`src/rtl/picomips_io_core.sv`:
```
// picomips_io_core: parametrised single-issue picoMIPS core with IN/OUT
// ports, BEQ, optional Q1.(N-1) multiply (macro PICOMIPS_MUL_EN) and HALT.
// Ports:
//   clk, reset             - clock, async active-high reset
//   imem_addr / imem_data  - program ROM address (PC) and instruction
//   in_data/in_valid/in_ready - input operand handshake for IN
//   out_data/out_valid     - registered OUT value and one-cycle pulse
//   halted                 - core has executed HALT
module picomips_io_core #(
    parameter int N     = 8,
    parameter int PSIZE = 5,
    parameter int RBITS = 3,
    parameter int ISIZE = 3 + 2 * RBITS + N
) (
    input  logic             clk,
    input  logic             reset,
    output logic [PSIZE-1:0] imem_addr,
    input  logic [ISIZE-1:0] imem_data,
    input  logic [N-1:0]     in_data,
    input  logic             in_valid,
    output logic             in_ready,
    output logic [N-1:0]     out_data,
    output logic             out_valid,
    output logic             halted
);

    localparam int NREG = 1 << RBITS;

    localparam logic [1:0] S_RUN  = 2'd0;
    localparam logic [1:0] S_WAIT = 2'd1;
    localparam logic [1:0] S_HALT = 2'd2;

    logic [1:0]       state;
    logic [1:0]       state_next;
    logic [PSIZE-1:0] pc;
    logic [PSIZE-1:0] pc_next;
    logic [N-1:0]     regs [NREG];

    logic [2:0]       op;
    logic [RBITS-1:0] rd;
    logic [RBITS-1:0] rs;
    logic [N-1:0]     imm;
    logic [N-1:0]     rd_val;
    logic [N-1:0]     rs_val;

    logic             wr_en;
    logic [N-1:0]     wr_val;
    logic             do_out;

    logic op_nop, op_add, op_addi, op_sub;
    logic op_mul, op_beq, op_in, op_io;

    assign op  = imem_data[ISIZE-1 -: 3];
    assign rd  = imem_data[ISIZE-4 -: RBITS];
    assign rs  = imem_data[ISIZE-4-RBITS -: RBITS];
    assign imm = imem_data[N-1:0];

    // r0 is hard-wired to zero on the read side
    assign rd_val = (rd == '0) ? '0 : regs[rd];
    assign rs_val = (rs == '0) ? '0 : regs[rs];

    assign op_nop  = (op == 3'b000);
    assign op_add  = (op == 3'b001);
    assign op_addi = (op == 3'b010);
    assign op_sub  = (op == 3'b011);
    assign op_mul  = (op == 3'b100);
    assign op_beq  = (op == 3'b101);
    assign op_in   = (op == 3'b110);
    assign op_io   = (op == 3'b111);

`ifdef PICOMIPS_MUL_EN
    logic signed [2*N-1:0] prod;
    assign prod = $signed(rd_val) * $signed(rs_val);
`endif

    always_comb begin
        wr_en      = 1'b0;
        wr_val     = rd_val;
        pc_next    = pc + PSIZE'(1);
        state_next = state;
        do_out     = 1'b0;
        if (state == S_HALT) begin
            pc_next = pc;
        end else begin
            state_next = S_RUN;
            unique case (1'b1)
                op_nop: begin
                end
                op_add: begin
                    wr_en  = 1'b1;
                    wr_val = rd_val + rs_val;
                end
                op_addi: begin
                    wr_en  = 1'b1;
                    wr_val = rd_val + imm;
                end
                op_sub: begin
                    wr_en  = 1'b1;
                    wr_val = rd_val - rs_val;
                end
                op_mul: begin
`ifdef PICOMIPS_MUL_EN
                    // keep the Q1.(N-1) window of the product
                    wr_en  = 1'b1;
                    wr_val = N'(prod >>> (N - 1));
`endif
                end
                op_beq: begin
                    if (rd_val == rs_val)
                        pc_next = imm[PSIZE-1:0];
                end
                op_in: begin
                    if (in_valid) begin
                        wr_en  = 1'b1;
                        wr_val = in_data;
                    end else begin
                        pc_next    = pc;
                        state_next = S_WAIT;
                    end
                end
                op_io: begin
                    if (imm[0]) begin
                        pc_next    = pc;
                        state_next = S_HALT;
                    end else begin
                        do_out = 1'b1;
                    end
                end
            endcase
        end
    end

    always_ff @(posedge clk or posedge reset) begin
        if (reset) begin
            pc        <= '0;
            state     <= S_RUN;
            out_data  <= '0;
            out_valid <= 1'b0;
            for (int i = 0; i < NREG; i++)
                regs[i] <= '0;
        end else begin
            pc        <= pc_next;
            state     <= state_next;
            out_valid <= do_out;
            if (do_out)
                out_data <= rd_val;
            if (wr_en && (rd != '0))
                regs[rd] <= wr_val;
        end
    end

    assign imem_addr = pc;
    assign halted    = (state == S_HALT);
    // gated by reset so the port is quiet while the core is held
    assign in_ready  = !reset && (state != S_HALT) && op_in;

endmodule

```
`config.mk`:
```
export PLATFORM = sky130hd
export DESIGN_NAME = picomips_io_core
export DESIGN_NICKNAME = d
export VERILOG_FILES = /design/src/rtl/picomips_io_core.sv
export SDC_FILE = /design/constraint.sdc
export NUM_CORES = 1
export LEC_CHECK = 0
export CELL_PAD_IN_SITES_DETAIL_PLACEMENT = 1
export CELL_PAD_IN_SITES_GLOBAL_PLACEMENT = 1
export CORE_UTILIZATION = 35
export DETAILED_ROUTE_END_ITERATION = 7
export PLACE_DENSITY_LB_ADDON = 0.1
export SLEW_MARGIN = 20
export SYNTH_ARGS = -nofsm -noshare
export SYNTH_HDL_FRONTEND = slang
export SYNTH_SLANG_ARGS = --single-unit
```
`constraint.sdc`:
```
create_clock -name clk -period 6.5 [get_ports clk]
set_input_delay 1.95 -clock clk [delete_from_list [all_inputs] [get_ports clk]]
set_output_delay 1.95 -clock clk [all_outputs]
set_load 0.005 [all_outputs]
```
After elaboration in Yosys (flattened, before gate mapping)

Index checks and enable logic that the tools add are counted.

Logic and storage cells: 70
Bits in registers: 80
Output and inout port bits: 16
Input bits: 28

Multiplexer cells: 27
Bitwise gates (word level): 3
Reduce and logical (&&, ||, !) cells: 10
Add/sub/neg operators: 4
Eq/ne operators: 11
$lt $le $gt $ge: 3

Operators by type and width:

| operator              | count |
|---|---|
| $mux W8               | 9 |
| $bwmux W64            | 1 |
| $bmux W8 S3           | 2 |
| $pmux W8 S4           | 1 |
| $demux W8 S3          | 1 |
| $add A8 B8 Y8         | 2 |
| $mux W5               | 3 |
| $pmux W5 S3           | 1 |
| $eq A3 B3 Y1 const B  | 3 |
| $eq A8 B8 Y1          | 1 |
| $ge A4 B4 Y1 const B  | 2 |
| $not A3 Y4            | 2 |
| $sub A8 B8 Y8         | 1 |
| $eq A3 B2 Y1 const B  | 2 |
| $logic_not A3 Y1      | 2 |
| $mux W1               | 6 |
| $ne A2 B2 Y1 const B  | 3 |
| $add A5 B1 Y5 const B | 1 |
| $logic_and A1 B1 Y1   | 4 |
| $lt A4 B1 Y1 const B  | 1 |
| $pmux W2 S2           | 1 |
| $eq A3 B1 Y1 const B  | 1 |
| $reduce_and A3 Y1     | 1 |
| $reduce_bool A3 Y1    | 1 |
| other kinds (6)       | 6 |

Logic depth before layout (Yosys ltp)

Depth in word-level cells: 9
Gate-level depth with buffers: 17
Gate-level depth less buffers: 14

Least setup slack after synthesis

OpenSTA, ideal clock, no wires.

Path kind: input-to-reg
Start point: input imem_data[9]
End point: register regs[39] (netlist name)
Required time: 6.375 ns
Arrival: 5.285 ns
Slack: 1.090 ns
Setup time: 0.125 ns
Path buffers: 3
Stages on the path: 16
Cells stage by stage: buf_4 buf_2 buf_1 mux4_2 nor2_1 a221o_1 o21ai_0 ha_1 a21o_1 a21o_1 a21oi_1 nor2_1 mux2_2 o31ai_1 o2111ai_1 mux2_2

Word-level cells in the longest chain between the ends: 9

RTL lines:

| element                                               | line   | text |
|---|---|---|
| from (decl)                                           | 18     | `input logic [ISIZE-1:0] imem_data,` |
| $not A3 Y4 (not written as such)                      | 60     | `assign rs_val = (rs == '0) ? '0 : regs[rs];` |
| $bmux W8 S3                                           | 60     |  |
| $mux W8 (not written as such) (2 in series)           | 60     |  |
| $mux W8 (*)                                           | 60     |  |
| $sub A8 B8 Y8 / $add A8 B8 Y8 (equally long branches) | 99, 91 |  |
| $pmux W8 S4 (*)                                       | 86     | `unique case (1'b1)` |
| $mux W8 (*)                                           | 82     | `if (state == S_HALT) begin` |
| $bwmux W64 (*)                                        | 148    | `regs[rd] <= wr_val;` |
| to (signal, indexed assignment)                       | 148    |  |
| to (decl)                                             | 37     | `logic [N-1:0] regs [NREG];` |

Every way passes the cells marked *; elsewhere a longest branch is shown, timed or not. The select of a mux whose other input is x is not followed.
A chain may end at the register's enable or synchronous reset.

Final worst setup path

Start point: input imem_data[9]
End point: register regs[7] (netlist name)

Same word-level chain as after synthesis.

==> results.sh <==
export IMPL_path_max_fanout=12
export IMPL_required_ns=6.74
export IMPL_synth_net_count=579
export IMPL_multiInputGateArea_mm2=0.00300
export IMPL_die_w_um=124
export IMPL_timing_slew_headroom_pct=30.3
export IMPL_fin_skew_ns=0.0100
export IMPL_drive_above_1_share_pct=18.0
export IMPL_cp_end_kind="flip-flop"
export IMPL_antenna_found_initial=0
export IMPL_diodes=0
export IMPL_ctsResizeCount=0
export IMPL_hp_class="flip-flop to flip-flop"
export IMPL_netlist_area_mm2=0.00518
export IMPL_drv_cap=0
export IMPL_hp_start="regs[61]$_DFFE_PP0P_"
export IMPL_grt_max_degree=44
export IMPL_postRouteWirelength_mm=16.6
export IMPL_avgSynthCellArea_um2=9.71
export IMPL_ys_flop_type="dfrtp_1"
export IMPL_cts_buffers=9
export IMPL_fp_coreArea_mm2=0.0145
export IMPL_nets=617
export IMPL_setup_violations=0
export IMPL_drt_iter0_markers=307
export IMPL_synthTopCellsByCount="dfrtp_1, nor2_1, nand2_1"
export IMPL_first_global_vias=4510
export IMPL_cts_root_buf="clkbuf_16"
export IMPL_vias=4353
export IMPL_synth_top_cell_area_share_pct=37.7
export IMPL_grt_pass1_wl_mm=26.2
export IMPL_max_clock_path_buffers=2
export IMPL_htree_num_levels=3
export IMPL_cts_hold_buf=0
export IMPL_cp_start_kind="primary input"
export IMPL_post_cts_buffers=0
export IMPL_r2r_slack_ns=2.82
export IMPL_reg2reg_from="regs[44]$_DFFE_PP0P_"
export IMPL_cts_sinks=78
export IMPL_globalplace_congestion=0.840
export IMPL_pre_cts_ws_ns=0.231
export IMPL_hold_viol=0
export IMPL_status="finished, final reports clean"
export IMPL_ys_seq_elements=78
export IMPL_worst_slack_ns=0.617
export IMPL_ir_drop_v=0.000141
export IMPL_rows=44
export IMPL_hpwl_mm=12.3
export IMPL_leakage_nw=2.66
export IMPL_syn_instance_count=534
export IMPL_rr_endpoint="regs[7]$_DFFE_PP0P_"
export IMPL_drt_vias_per_instance=5.72
export IMPL_grtUsageTotal_pct=23.6
export IMPL_crit_end="regs[7]$_DFFE_PP0P_"
export IMPL_io_buffers=43
export IMPL_rr_worst_depth=13
export IMPL_synth_top_area_cell="dfrtp_1"
export IMPL_tritoncts="built"
export IMPL_clock_fmax_mhz=170
export IMPL_start_util_pct=35.8
export IMPL_fill_cells=1637
export IMPL_synth_area_leaders="dfrtp_1, mux2_2, mux4_2, mux2i_1, nor2_1"
export IMPL_wire_per_inst_um=21.8
export IMPL_die_h_um=124
export IMPL_finalSetupTns_ns=0
export IMPL_placed_cell_area_mm2=0.00587
export IMPL_worstPathArrival_ns=6.12
export IMPL_synth_distinct_cells=60
export IMPL_synth_edf_count=0
export IMPL_fin_area_mm2=0.00616
export IMPL_hold_slack_ns=0.378
export IMPL_yosysWarnings=0
export IMPL_rsz0062_at_grt="false"
export IMPL_tightestPinTransition_ns=1.03
export IMPL_power_density_mw_per_mm2=364
export IMPL_antenna_left=0
export IMPL_drc_errors=0
export IMPL_period_needed_ns=5.88
export IMPL_startpoint="imem_data[9]"
export IMPL_die_area_mm2=0.0153
export IMPL_clk_pin_slew_ns=0.06
export IMPL_timing_final_crit_share_pct=90.5
export IMPL_finalPower_mw=2.24
export IMPL_pin_count=44
export IMPL_finalMaxSlewViolations=0
export IMPL_synth_async_reset_ratio_pct=100
export IMPL_seq_area_mm2=0.00195
export IMPL_clock_latency_ns=0.35
export IMPL_grt_overflow=0
export IMPL_ys_seq_area_share_pct=37.7
export IMPL_first_pass_iters=4
export IMPL_syn_to_final_growth_pct=18.8
export IMPL_crit_type="primary input to flip-flop"
export IMPL_yosysMostFrequentCell="dfrtp_1"
## cells by family (layout without fill, tap and decap cells)
| group | count (synthesis) | count (layout) | share of synthesized area [%] |
|---|---|---|---|
| and+or+nand+nor | 154 | 154 | 14.0 |
| adders and majority gates | 17 | 17 | 4.25 |
| DFF | 78 | 78 | 37.7 |
| muxes | 84 | 84 | 20.7 |
| AOI/OAI and AO/OA | 130 | 130 | 16.8 |
| xor gates and xnor gates | 11 | 11 | 1.86 |
| buffers and inverters | 60 | 103 | 4.73 |
## registers in the layout (all words and copies together), names as in the netlist
| register | cells |
|---|---|
| regs | 62 |
| out_data | 8 |
| imem_addr | 5 |
| state | 2 |
| out_valid | 1 |
## layer usage
metal | GRT usage (%) | up-vias | share of wire [%]
li1 | - | 2037 | -
met1 | 31.5 | 2197 | 47
met2 | 38.3 | 97 | 48
met3 | 4.58 | 22 | 3.7
met4 | 7.53 | 0 | 2.1
met5 | 0 | - | 0
## area by class of cell
| class | count | share of cell area [%] |
|---|---|---|
| clock buffer | 12 | 3.84 |
| multi-input combinational | 396 | 48.7 |
| clock inverter | 4 | 0.772 |
| tap | 184 | 3.74 |
| inverter | 22 | 1.36 |
| sequential | 78 | 31.7 |
| timing repair buffer | 65 | 9.87 |
## worst min-delay path by stage
stage / slack, ns / cells after the start / endpoint
after floorplan: 0.42 / 1 / regs[56]$_DFFE_PP0P_
after global placement: 0.37 / 0 / regs[56]$_DFFE_PP0P_
after detailed placement: 0.37 / 0 / regs[61]$_DFFE_PP0P_
after CTS: 0.38 / 0 / regs[62]$_DFFE_PP0P_
after global routing: 0.39 / 0 / regs[61]$_DFFE_PP0P_
final: 0.38 / 0 / regs[61]$_DFFE_PP0P_
## through the flow
step,utilization (%),instances
finish,42.5,761
CTS,42.5,761
global placement,40.5,745
global route,42.5,761
detailed placement,40.6,745
floorplan,-,534
## cells in the final DEF (no fill, tap or decap), types with 5 or more instances in the layout
cell type / n
a211oi_1: 6
a21oi_1: 31
a221o_1: 6
a221oi_1: 7
a22oi_1: 6
a31oi_1: 8
buf_4: 21
clkbuf_16: 9
clkdlybuf4s50_1: 43
dfrtp_1: 78
ha_1: 16
inv_1: 21
mux2_2: 44
mux2i_1: 26
mux4_2: 14
nand2_1: 45
nor2_1: 55
nor2b_1: 8
nor3_1: 10
o21ai_0: 33
o21ai_1: 5
xnor2_1: 7
## worst max-delay path, stage by stage
cell	delay (ns)
clkdlybuf4s50_1	0.72
a21oi_1	0.76
a221o_1	0.31
o21ai_0	0.10
ha_1	0.36
a21o_1	0.23
a21o_1	0.20
a21oi_1	0.20
nor2_1	0.07
mux2_2	0.26
o31ai_1	0.25
o2111ai_1	0.33
mux2_2	0.38
## power breakdown
part | internal (mW) | switching, mW | total (mW)
Combinational | 0.463 | 0.486 | 0.949
Sequential | 0.651 | 0.140 | 0.791
Clock | 0.296 | 0.205 | 0.501
Total | 1.41 | 0.832 | 2.24
Power figures use the tool's default switching activity.
